$ cat config.mk
export PLATFORM = sky130hd
export DESIGN_NAME = pipeline_hazard_ctrl
export DESIGN_NICKNAME = d
export VERILOG_FILES = /design/src/rtl/pipeline_hazard_ctrl_pkg.sv /design/src/rtl/forwarding_unit.sv /design/src/rtl/pipeline_hazard_ctrl.sv
export SDC_FILE = /design/constraint.sdc
export NUM_CORES = 1
export LEC_CHECK = 0
export ABC_AREA = 1
export BUFFER_PORTS_ARGS = -buffer_cell sky130_fd_sc_hd__buf_2
export CAP_MARGIN = 20
export CORE_AREA = 2 2 92 67
export DETAILED_ROUTE_END_ITERATION = 10
export DIE_AREA = 0 0 94 69
export HOLD_SLACK_MARGIN = 0.15
export PLACE_DENSITY = 0.8
export SLEW_MARGIN = 20
export SYNTH_ARGS = -nofsm -noshare
export SYNTH_HDL_FRONTEND = slang
export SYNTH_SLANG_ARGS = --single-unit
$ cat constraint.sdc
create_clock -name clk -period 5.5 [get_ports clk]
set_clock_uncertainty 0.1 [all_clocks]
set_input_delay 1.1 -clock clk [delete_from_list [all_inputs] [get_ports clk]]
set_output_delay 1.1 -clock clk [all_outputs]
set_load 0.005 [all_outputs]
$ cat src/rtl/pipeline_hazard_ctrl_pkg.sv
// Shared types and encodings for the RV32I pipeline hazard controller.
// Holds the sequencer state encodings, the forwarding select codes and the register-match helper.
package pipeline_hazard_ctrl_pkg;

  typedef enum logic [1:0] {
    ST_BOOT     = 2'd0,
    ST_RUN      = 2'd1,
    ST_MEM_WAIT = 2'd2,
    ST_ERROR    = 2'd3
  } state_t;

  localparam logic [1:0] FWD_RF  = 2'b00;
  localparam logic [1:0] FWD_WB  = 2'b01;
  localparam logic [1:0] FWD_MEM = 2'b10;

  // x0 is hardwired to zero, so a write to it never produces a forwardable value.
  function automatic logic reg_match(input logic we, input logic [4:0] rd, input logic [4:0] rs);
    return we && (rd != 5'd0) && (rd == rs);
  endfunction

endpackage

$ cat src/rtl/forwarding_unit.sv
// EX-stage operand forwarding selects; purely combinational and active in every state.
// The MEM stage holds the younger result, so it is checked before WB.
module forwarding_unit
  import pipeline_hazard_ctrl_pkg::*;
(
  input  logic [4:0] ID_EX_RS1,
  input  logic [4:0] ID_EX_RS2,
  input  logic [4:0] EX_MEM_RD,
  input  logic       EX_MEM_regwrite,
  input  logic [4:0] MEM_WB_RD,
  input  logic       MEM_WB_regwrite,
  output logic [1:0] ForwardAE,
  output logic [1:0] ForwardBE
);

  always_comb begin
    ForwardAE = FWD_RF;
    ForwardBE = FWD_RF;
    if (reg_match(EX_MEM_regwrite, EX_MEM_RD, ID_EX_RS1))
      ForwardAE = FWD_MEM;
    else if (reg_match(MEM_WB_regwrite, MEM_WB_RD, ID_EX_RS1))
      ForwardAE = FWD_WB;
    if (reg_match(EX_MEM_regwrite, EX_MEM_RD, ID_EX_RS2))
      ForwardBE = FWD_MEM;
    else if (reg_match(MEM_WB_regwrite, MEM_WB_RD, ID_EX_RS2))
      ForwardBE = FWD_WB;
  end

endmodule

$ cat src/rtl/pipeline_hazard_ctrl.sv
// Hazard/sequencing controller for the 5-stage RV32I pipeline: boot fill, load-use and
// branch hazards, data-memory wait with timeout, plus saturating stall/flush counters.
module pipeline_hazard_ctrl
  import pipeline_hazard_ctrl_pkg::*;
#(
  parameter int BOOT_CYCLES = 2,
  parameter int MEM_TIMEOUT = 16,
  parameter int CNT_W       = 16
) (
  input  logic             clk,
  input  logic             rst,
  input  logic [4:0]       IF_ID_RS1,
  input  logic [4:0]       IF_ID_RS2,
  input  logic [4:0]       ID_EX_RS1,
  input  logic [4:0]       ID_EX_RS2,
  input  logic [4:0]       ID_EX_RD,
  input  logic             ID_EX_memread,
  input  logic [4:0]       EX_MEM_RD,
  input  logic             EX_MEM_regwrite,
  input  logic [4:0]       MEM_WB_RD,
  input  logic             MEM_WB_regwrite,
  input  logic             PCSrcE,
  input  logic             dmem_req,
  input  logic             dmem_ready,
  output logic             StallF,
  output logic             StallD,
  output logic             StallE,
  output logic             StallM,
  output logic             FlushD,
  output logic             FlushE,
  output logic             FlushW,
  output logic [1:0]       ForwardAE,
  output logic [1:0]       ForwardBE,
  output logic             mem_err,
  output logic [CNT_W-1:0] stall_cnt,
  output logic [CNT_W-1:0] flush_cnt
);

  localparam int BW = $clog2(BOOT_CYCLES) + 1;
  localparam int WW = $clog2(MEM_TIMEOUT) + 1;

  state_t          state;
  state_t          state_next;
  logic [BW-1:0]   boot_cnt;
  logic [WW-1:0]   wait_cnt;
  logic            load_use;
  logic            run_like;
  logic            mem_stall;
  logic            branch_flush;

  forwarding_unit u_fwd (
    .ID_EX_RS1      (ID_EX_RS1),
    .ID_EX_RS2      (ID_EX_RS2),
    .EX_MEM_RD      (EX_MEM_RD),
    .EX_MEM_regwrite(EX_MEM_regwrite),
    .MEM_WB_RD      (MEM_WB_RD),
    .MEM_WB_regwrite(MEM_WB_regwrite),
    .ForwardAE      (ForwardAE),
    .ForwardBE      (ForwardBE)
  );

  // A MEM_WAIT cycle that sees dmem_ready already behaves like RUN, so stalls drop at once.
  always_comb begin
    load_use     = ID_EX_memread && (ID_EX_RD != 5'd0) &&
                   ((ID_EX_RD == IF_ID_RS1) || (ID_EX_RD == IF_ID_RS2));
    run_like     = (state == ST_RUN) || ((state == ST_MEM_WAIT) && dmem_ready);
    mem_stall    = ((state == ST_MEM_WAIT) && !dmem_ready) ||
                   ((state == ST_RUN) && dmem_req && !dmem_ready);
    branch_flush = run_like && !mem_stall && PCSrcE;
  end

  always_comb begin
    StallF = 1'b0;
    StallD = 1'b0;
    StallE = 1'b0;
    StallM = 1'b0;
    FlushD = 1'b0;
    FlushE = 1'b0;
    FlushW = 1'b0;
    if (state == ST_BOOT) begin
      StallF = 1'b1;
      FlushD = 1'b1;
      FlushE = 1'b1;
    end else if ((state == ST_ERROR) || mem_stall) begin
      StallF = 1'b1;
      StallD = 1'b1;
      StallE = 1'b1;
      StallM = 1'b1;
      FlushW = 1'b1;
    end else if (branch_flush) begin
      FlushD = 1'b1;
      FlushE = 1'b1;
    end else if (run_like && load_use) begin
      StallF = 1'b1;
      StallD = 1'b1;
      FlushE = 1'b1;
    end
  end

  // Ready on the final allowed wait cycle still returns to RUN rather than ERROR.
  always_comb begin
    state_next = state;
    case (state)
      ST_BOOT:     if (boot_cnt == BW'(BOOT_CYCLES - 1)) state_next = ST_RUN;
      ST_RUN:      if (dmem_req && !dmem_ready) state_next = ST_MEM_WAIT;
      ST_MEM_WAIT: begin
        if (dmem_ready)
          state_next = ST_RUN;
        else if (wait_cnt == WW'(MEM_TIMEOUT - 1))
          state_next = ST_ERROR;
      end
      ST_ERROR:    state_next = ST_ERROR;
      default:     state_next = ST_BOOT;
    endcase
  end

  always_ff @(posedge clk or negedge rst) begin
    if (!rst) begin
      state     <= ST_BOOT;
      boot_cnt  <= '0;
      wait_cnt  <= '0;
      mem_err   <= 1'b0;
      stall_cnt <= '0;
      flush_cnt <= '0;
    end else begin
      state <= state_next;
      if (state == ST_BOOT)
        boot_cnt <= boot_cnt + BW'(1);
      if (state == ST_MEM_WAIT)
        wait_cnt <= wait_cnt + WW'(1);
      else
        wait_cnt <= '0;
      if ((state == ST_MEM_WAIT) && (state_next == ST_ERROR))
        mem_err <= 1'b1;
      if (((state == ST_RUN) || (state == ST_MEM_WAIT)) && StallF && (stall_cnt != '1))
        stall_cnt <= stall_cnt + CNT_W'(1);
      if (branch_flush && (flush_cnt != '1))
        flush_cnt <= flush_cnt + CNT_W'(1);
    end
  end

endmodule

# [Word level (Yosys, flattened, before mapping)]
# Index checks and enable logic that the tools add are counted.
[classes] addsub=4 eq_ne=14 muxes=23 n_reduce_logical=31
[ops] cell="$add A16 B1 Y16 const B" count=2
[ops] cell="$ne A16 B16 Y1 const B" count=2
[ops] cell="$eq A5 B5 Y1" count=6
[ops] cell="$logic_and A1 B1 Y1" count=20
[ops] cell="$mux W1" count=15
[ops] cell="$reduce_bool A5 Y1" count=3
[ops] cell="$mux W2" count=6
[ops] cell="$pmux W2 S4" count=1
[ops] cell="$eq A2 B2 Y1 const B" count=3
[ops] cell="$add A5 B1 Y5 const B" count=1
[ops] cell="$eq A5 B4 Y1 const B" count=1
[ops] cell="$logic_or A1 B1 Y1" count=5
[ops] cell="$mux W5" count=1
[ops] cell="$eq A2 B1 Y1 const B" count=2
[ops] cell="$add A2 B1 Y2 const B" count=1
[ops] cell="$logic_not A1 Y1" count=2
[ops] cell="$logic_not A2 Y1" count=1
[totals] register_bits=42 in_bits=43 output_inout_bits=44 elab_cells=78

# [Logic depth before layout (Yosys ltp)]
# Gate-level depths: netlist of run 1.
[depth] depth_word=12 ltp_mapped=13 mapped_depth_nobuf=12

# [Modules after synthesis]
# A second synthesis of run 1 with hierarchy kept.
[unflattened] hier_cells=421 hier_area_um2=3002.9
[modules_own_cells] mod="pipeline_hazard_ctrl" n_inst=1 cells_per_inst=340 area_each_um2=2640.0 seq_area_each_um2=1051.0
[modules_own_cells] mod="forwarding_unit" n_inst=1 cells_per_inst=81 area_each_um2=362.8 seq_area_each_um2=0.0

# [Least setup slack after synthesis of run 1]
# No wires, ideal clock.
[synth_timing] path_type="input to output" start="input port EX_MEM_RD[0]" end="output port ForwardAE[0]" arrival_time_ns=1.919 slack_ns=2.381 cell_stages=4 cell_sequence="or2_2 o41ai_1 nor4_1 nor2_1"
[synth_between] elab_chain_len=4 elab_cells_between_ends=5 classes_between="eq/ne: 1; mux: 1; reduce/logical: 3"
[synth_rtl] element="from (decl)" line="pipeline_hazard_ctrl.sv:18" source="input logic [4:0] EX_MEM_RD,"
[synth_rtl] element="$reduce_bool A5 Y1" line="pipeline_hazard_ctrl_pkg.sv:18" source="return we && (rd != 5'd0) && (rd == rs);"
[synth_rtl] element="$logic_and A1 B1 Y1" line="pipeline_hazard_ctrl_pkg.sv:18"
[synth_rtl] element="$logic_and A1 B1 Y1 *" line="pipeline_hazard_ctrl_pkg.sv:18"
[synth_rtl] element="$mux W2 *" line="forwarding_unit.sv:19" source="if (reg_match(EX_MEM_regwrite, EX_MEM_RD, ID_EX_RS1))"
[synth_rtl] element="to (decl)" line="pipeline_hazard_ctrl.sv:32" source="output logic [1:0] ForwardAE,"
# Every way passes the cells marked *; elsewhere a longest branch is shown, timed or not.

# [Worst setup path in the final report of run 1]
[layout_timing] start="input port dmem_ready" end="output port StallF"
[layout_between] elab_chain_len=9 elab_cells_between_ends=15 classes_between="mux: 4; reduce/logical: 11"
[layout_rtl] element="from (decl)" line="pipeline_hazard_ctrl.sv:24" source="input logic dmem_ready,"
[layout_rtl] element="$logic_not A1 Y1" line="pipeline_hazard_ctrl.sv:67, pipeline_hazard_ctrl.sv:68"
[layout_rtl] element="$logic_and A1 B1 Y1 (on tied branches)" line="pipeline_hazard_ctrl.sv:67, pipeline_hazard_ctrl.sv:68"
[layout_rtl] element="$logic_or A1 B1 Y1" line="pipeline_hazard_ctrl.sv:67" source="mem_stall = ((state == ST_MEM_WAIT) && !dmem_ready) ||"
[layout_rtl] element="$logic_not A1 Y1" line="pipeline_hazard_ctrl.sv:69" source="branch_flush = run_like && !mem_stall && PCSrcE;"
[layout_rtl] element="$logic_and A1 B1 Y1 (2 in series)" line="pipeline_hazard_ctrl.sv:69"
[layout_rtl] element="$mux W1" line="pipeline_hazard_ctrl.sv:90" source="end else if (branch_flush) begin"
[layout_rtl] element="$mux W1 *" line="pipeline_hazard_ctrl.sv:84" source="end else if ((state == ST_ERROR) || mem_stall) begin"
[layout_rtl] element="$mux W1 *" line="pipeline_hazard_ctrl.sv:80" source="if (state == ST_BOOT) begin"
[layout_rtl] element="to (decl)" line="pipeline_hazard_ctrl.sv:25" source="output logic StallF,"
# Marks and branches as above.

==> results of run 1 <==
## sequential cells by signal, summed over array words and instances, names as in the netlist
name	flops
boot_cnt	2
state	2
wait_cnt	5
flush_cnt	16
mem_err	1
stall_cnt	16
## power by group through the flow
stage                     Combinational (mW)  Clock, mW  Sequential [mW]
after CTS                             0.0573      0.247            0.308
after global placement                0.0554          0            0.315
after global routing                  0.0645      0.258            0.308
final                                 0.0568      0.239            0.308
after floorplan                       0.0243          0            0.315
after detailed placement              0.0570          0            0.315
## per-stage QoR
stage	cell area (um2)	hold slack, ns	util	instances
global placement	3340	0.354	0.595	516
CTS	3450	0.373	0.614	524
floorplan	2880	0.333	-	363
finish	3450	0.364	0.614	524
global route	3450	0.401	0.614	524
detailed placement	3340	0.361	0.595	516
## final cells by class
type | instances | area (um2) | share of cell area
well taps | 75 | 93.8 | 0.0272
repair buffers | 86 | 430 | 0.125
multi-input cells | 273 | 1610 | 0.467
clock buffers | 5 | 68.8 | 0.0200
clock inverters | 3 | 40.0 | 0.0116
flip-flops and latches | 42 | 1050 | 0.305
inverters | 40 | 153 | 0.0443
## routing by layer
layer  vias up  track usage
li1       1345            -
met1      1245        0.274
met2        50        0.344
met3         4       0.0404
met4         0       0.0386
met5         -            0
## worst reg2reg max path: stages, from the launching register on
cell and delay [ns]:
dfrtp_1 0.44, inv_1 0.11, ha_1 0.27, inv_1 0.16, o22ai_2 0.27, nor2_4 0.08
inv_2 0.07, nand3_4 0.08, nand3_4 0.21, nand3_4 0.22, nand2_1 0.14, nand2_1 0.06
## cell usage after synthesis, types with 3 or more instances
library cell / number
a21oi_1: 5
nand4_1: 18
dfrtp_1: 42
buf_2: 3
nor3_2: 3
inv_1: 38
buf_4: 3
xor2_1: 30
nor2_1: 31
nand2_1: 94
ha_1: 9
nand3_4: 3
nor4_1: 3
o21ai_0: 7
nor3_1: 8
nand3_1: 25
xnor2_1: 19
## cells by family after synthesis
kind of cell             share of synthesized area
buffers and inverters                       0.0740
flip-flops                                   0.366
adder cells (fa/ha/maj)                     0.0392
AND/OR/NAND/NOR                              0.326
AO/OA/AOI/OAI                               0.0461
XOR/XNOR                                     0.149
## path summary, 6_finish.rpt
kind	from	to	depth (start not counted)
max in group asynchronous	rst	mem_err	1
hold / removal	wait_cnt[0]	wait_cnt[0]	1
setup / recovery	dmem_ready	StallF	7
min in group asynchronous	rst	flush_cnt[0]	1
setup reg to reg	state[0]	stall_cnt[1]	11
hold reg to reg	wait_cnt[0]	wait_cnt[0]	1
==> results list, run 1 <==
- Run status: completed
- In the routed design, unresolved DRC markers number 0.
* Longest individual stage delay on the worst path: 0.29 ns
- Input and output buffers added on the ports amount to 86.
- Sequential cell area fraction in the yosys report: 0.366
* Number of design-rule violations left by the first detailed-router iteration: 117
- CP Cell Sequence: buf_2 -> inv_1 -> nand2_1 -> o22ai_2 -> nor2_1 -> nand3_4 -> buf_2
- After floorplanning, the core was sized to cover 5610 um2.
* CTS H-Tree Depth: 2
- Worst path buffer plus inverter count: 3
- Yosys reg bits: 42
- Switching power total: 137 uW
* Power per Cell Area: 175 nW/um2
- The cell that appears most often on the critical path is buf_2.
- Max layer used: met4
- Post-detailed-route wirelength per cell: 12.4 um
- In this run the horizontal extent of the chip is 94 um.
* Global placement routability congestion: 0.921
- On the critical path, the stage with the largest delay is an instance of nor2_1.
* Kind of path behind the tightest hold check: flip-flop to flip-flop
- The cell sitting at the root of the clock tree is a clkbuf_8.
* Number of primary I/O pins: 87
- Of the post-synthesis cell area, the dominant cell type holds 0.366.
- Fillcell total: 507
- Cell area after technology mapping: 2880 um2
- Synth async-reset ratio: 1.00
* Length of the first detailed-routing pass in iterations: 4
* Fraction of power spent switching nets: 0.226
- Across the VDD grid, the largest voltage drop is 0.0876 mV.
- Achievable Freq: 287 MHz
- Total of cells resized after clock tree synthesis: 0
- Final worst setup slack: 2.01 ns
- Number of warnings issued by yosys: 0
* Maximum number of pins on one net before global-route repair: 43
* Minimum clock period after layout: 3.49 ns
- TNS Setup: 0 ns
- Buffers inserted by post-CTS timing repair: 0
- Number of buffers inserted during clock tree synthesis: 5
- Avg Cell Area, Syn: 7.92 um2
* Top flip-flop cell by instance count after synthesis: dfrtp_1
- Number of max-cap violations: 0
* Number of nets in the layout: 500
- The share of total power dissipated in combinational logic is 0.094.
- Initial Util: 0.512
- In the final layout, the share of cells above drive strength 1 is 0.254.
* Met3 Routed Length: 261 um
- Overall Global Routing Usage: 0.204
* Start-to-end type of the worst setup path: primary input to output pin
- Largest fanout on the critical path: 21
- The synthesized design contains 0 enable-type register cells.
- Relative contribution of sequential cells to total power: 0.511
- CTS hold repair buffers: 0
* Cell variety after synth: 33
* Grt ovf: 0
- For this design the static power due to leakage is 1.87 nW.
- Most used cells in the layout excluding fill and tap cells: nand2_1, buf_2, dfrtp_1
- Counting along the longest clock path gives a buffer depth of 2.
- Antenna diode count: 0
* Cell family with the largest share of critical-path delay: simple AND/OR/NAND/NOR gates
- Via count: 2644
* Worst-margin pin slew: 0.918 ns
- In this run the tightest slew margin relative to its limit is 0.388.
* Total Die Area: 6490 um2
- In the routed layout, each cell is associated on average with a via count of 5.05.
- In the synthesized netlist, the number of instances is 363.
- In this run the core area contains 23 standard-cell rows.
- Setup violations remaining at the end of the flow were counted as 0.
- Clock tree from TritonCTS: done
- Setup slack on the worst reg-to-reg path comes out at 3.19 ns.
- The initial antenna violation count was 0.
- Synthesized Nets: 415
- Overall power: 604 uW
- Detail Placement HPWL: 4930 um
- Met2 wire length: 3090 um
- The area growth from synthesis to layout is 19.9%.
- Critical path startpoint category: primary input
- The tree built by TritonCTS fans out to 42 sinks.
- Data arrival time of the worst path: 2.29 ns
- In the finished design, the share of the clock period the worst path needs comes to 0.634.
- The internal power of the cells totals 467 uW.
- The detailed router put a total of 3110 um of wire on met1.
- Commonest non-fill, non-tap cell in the layout: nand2_1
- Vertical extent of the die: 69 um
- Overall routed net length: 6480 um
- The number of global-route vias before repair is 2537.
- The synthesized design spends more area on one cell type than any other, namely dfrtp_1.
- STA classifies the critical path endpoint as an output pin.
- Clock latency on the worst-skew pair, taken at its later pin, is 0.29 ns.
- Endpoints failing hold: 0
- Setup repair after global routing left no endpoint under its margin.
- The number of pins exceeding their max-slew limit in the final report came to 0.
- Worst endpoint required time: 4.30 ns
- Ranking of synthesized cells by area: dfrtp_1, nand2_1, xor2_1
- The share of total power dissipated in the clock network is 0.395.
* Wire length of the first global-routing pass: 11000 um
- Clock-pin slew on the worst setup and hold paths: 0.08 ns
* Number of antenna-violating nets in the routed design: 0
- Pre-CTS setup slack: 2.05 ns
No activity file was read; power rests on OpenSTA's default activity.
==> inputs of run 2 (changes only) <==
--- a/config.mk
+++ b/config.mk
@@ -8,11 +8,11 @@
 export ABC_AREA = 1
 export BUFFER_PORTS_ARGS = -buffer_cell sky130_fd_sc_hd__buf_2
 export CAP_MARGIN = 20
-export CORE_AREA = 2 2 92 67
+export CORE_AREA = 2 2 97 71
 export DETAILED_ROUTE_END_ITERATION = 10
-export DIE_AREA = 0 0 94 69
+export DIE_AREA = 0 0 99 73
 export HOLD_SLACK_MARGIN = 0.15
-export PLACE_DENSITY = 0.8
+export PLACE_DENSITY = 0.75
 export SLEW_MARGIN = 20
 export SYNTH_ARGS = -nofsm -noshare
 export SYNTH_HDL_FRONTEND = slang
==> constraint.sdc (replaced) <==
create_clock -name clk -period 3 [get_ports clk]
set_clock_uncertainty 0.1 [all_clocks]
set_input_delay 0.6 -clock clk [delete_from_list [all_inputs] [get_ports clk]]
set_output_delay 0.6 -clock clk [all_outputs]
set_load 0.005 [all_outputs]
==> run 2 against run 1 <==
  * Sequential power increased by 84%
  * Global-route usage decreased by 1.3 points
  * Largest power group unchanged
  * Worst hold slack got worse by 0.027 ns
  * Critical endpoint unchanged
==> results list, run 2 (synthesis gave the netlist of run 1 again) <==
- The run finished with clean final reports.
- Achievable Freq: 350 MHz
- Worst endpoint required time: 2.30 ns
* RSZ-0062 raised after global routing: no
- STA classifies the critical path endpoint as an output pin.
- Dpl cells: 522
- Leaving out filler cells and counting taps, the final layout contains 531.
- Number of nets in the layout: 501
- Number of primary I/O pins: 87
- Length of the first detailed-routing pass in iterations: 4
- Critical path startpoint category: flip-flop
- Met1 capacity usage during global routing: 0.266
- Routability-driven placement finished with a final weighted congestion of 0.888.
- In the final layout, the share of cells above drive strength 1 is 0.256.
* Met3 track demand over resource: 0.0345
- The min-delay analysis places its worst path in the category primary input to async pin.
- Max rail drop VDD: 0.150 mV
* Antenna violations before repair: 0
* Maximum number of pins on one net before global-route repair: 43
- Summed over all cells, the static leakage comes to 1.86 nW.
- By startpoint and endpoint, the worst setup path is classified as flip-flop to output pin.
* Final period utilization: 0.952
* Post-detailed-route wirelength per cell: 12.7 um
* Port Buffer Count: 86
- Num rows: 25
- The number of setup buffers added after CTS is 0.
- Of all nets on the critical path, the largest fanout is 11.
- The library cells used most frequently in the layout, excluding fill and tap cells, are nand2_1, buf_2, dfrtp_1.
- Largest registers in the final layout: flush_cnt: 16 flops, stall_cnt: 16 flops, wait_cnt: 5 flops
- Once detailed placement completed, the half-perimeter wirelength came to 5080 um.
- Max Buffers Root-to-Sink: 2
- Number of design-rule violations left by the first detailed-router iteration: 126
- The H-tree was split into 2 levels.
- Summing all placed instances gives a cell area of 3350 um2.
- TritonCTS created 5 clock buffers.
- Fillcell total: 608
* Worst slew margin relative to its limit: 0.378
- Number of antenna-violating nets in the routed design: 0
- Share of the core filled with cells: 0.538
- Worst-margin pin slew: 0.932 ns
- Compared with the post-synthesis result, the final layout area differs by 20.0%.
* Core Box Area: 6410 um2
- In the post-route analysis, the smallest setup slack over all paths is 0.144 ns.
- The routed layout has 2660 vias.
- The final hold violation count was 0.
* Grt met2 use: 0.309
- For this block, the routed nets add up to 6770 um of wire.
- Sink count of the clock tree: 42
* Pre-CTS setup slack: 0.426 ns
- Power spread over the standard cell area amounts to 305 nW/um2.
* Grt ovf: 0
- The library cell used most frequently in the layout, excluding fill and tap cells, is nand2_1.
- Worst skew pair latency: 0.30 ns
* TNS Setup: 0 ns
- Residual DRC: 0
* Data arrival time of the worst path: 2.16 ns
* Vias per cell: 5.01
- Overall Global Routing Usage: 0.191
- The number of hold buffers added after CTS was 0.
* Layer with the highest usage after global routing: met2
* Worst Hold Slack: 0.337 ns
- Antenna diode count: 0
* Overall power: 1.05 mW
- Count of final setup violators: 0
- Vias in the first global route: 2481
- The first global-routing pass estimated 11200 um of wire.
* Vertical extent of the die: 73 um
- Clock tree from TritonCTS: done
* Final instance area: 3450 um2
- The die is 99 um wide.
- Total Die Area: 7230 um2
- For this configuration, the core starts out at a cell density of 0.448.
* Clk Tree Root Cell: clkbuf_8
- Clock-pin slew on the worst setup and hold paths: 0.08 ns
- Minimum clock period after layout: 2.86 ns
* Slew Limit Fails: 0
* Number of max-cap violations: 0
-- run 2: cell type report --
class                      count  area, um2  area share
inverter                      40        153      0.0442
sequential                    42       1050       0.305
timing repair buffer          86        430       0.125
clock inverter                 1       5.00     0.00145
multi-input combinational    274       1620       0.471
tap                           81        101      0.0294
clock buffer                   7       86.3      0.0250
-- run 2: power by group --
part	internal, mW	switching (mW)	total, mW
Clock	0.186	0.196	0.382
Sequential	0.566	0	0.566
Combinational	0.0465	0.0577	0.104
-- run 2: worst paths after layout --
| path | depth (start not counted) | slack [ns] | from | end |
|---|---|---|---|---|
| setup / recovery | 9 | 0.14 | state[0] | StallF |
| min in group clk | 1 | 0.39 | boot_cnt[0] | boot_cnt[0] |
| max in group asynchronous | 1 | 1.88 | rst | boot_cnt[1] |
| hold / removal | 1 | 0.34 | rst | flush_cnt[9] |
| setup reg to reg | 11 | 0.68 | state[0] | stall_cnt[2] |
| hold reg to reg | 1 | 0.39 | boot_cnt[0] | boot_cnt[0] |
-- run 2: worst max-delay path: stages (launching register included) --
cell     delay, ns
dfrtp_1       0.44
inv_1         0.09
ha_1          0.28
inv_1         0.21
o22ai_2       0.15
nor2_4        0.16
inv_2         0.06
nand3_4       0.11
nand3_4       0.18
buf_2         0.19
-- run 2: routing by layer --
layer | part of all wire | wire length [um]
met1 | 0.47 | 3170
met2 | 0.46 | 3140
met3 | 0.056 | 376
met4 | 0.012 | 78
met5 | 0 | 0
-- run 2: timing repair --
action / 4_1_cts / 5_1_grt
endpoints found under the setup margin: 0 / 1
resized for setup: 0 / 1
hold endpoints to repair: 0 / 0
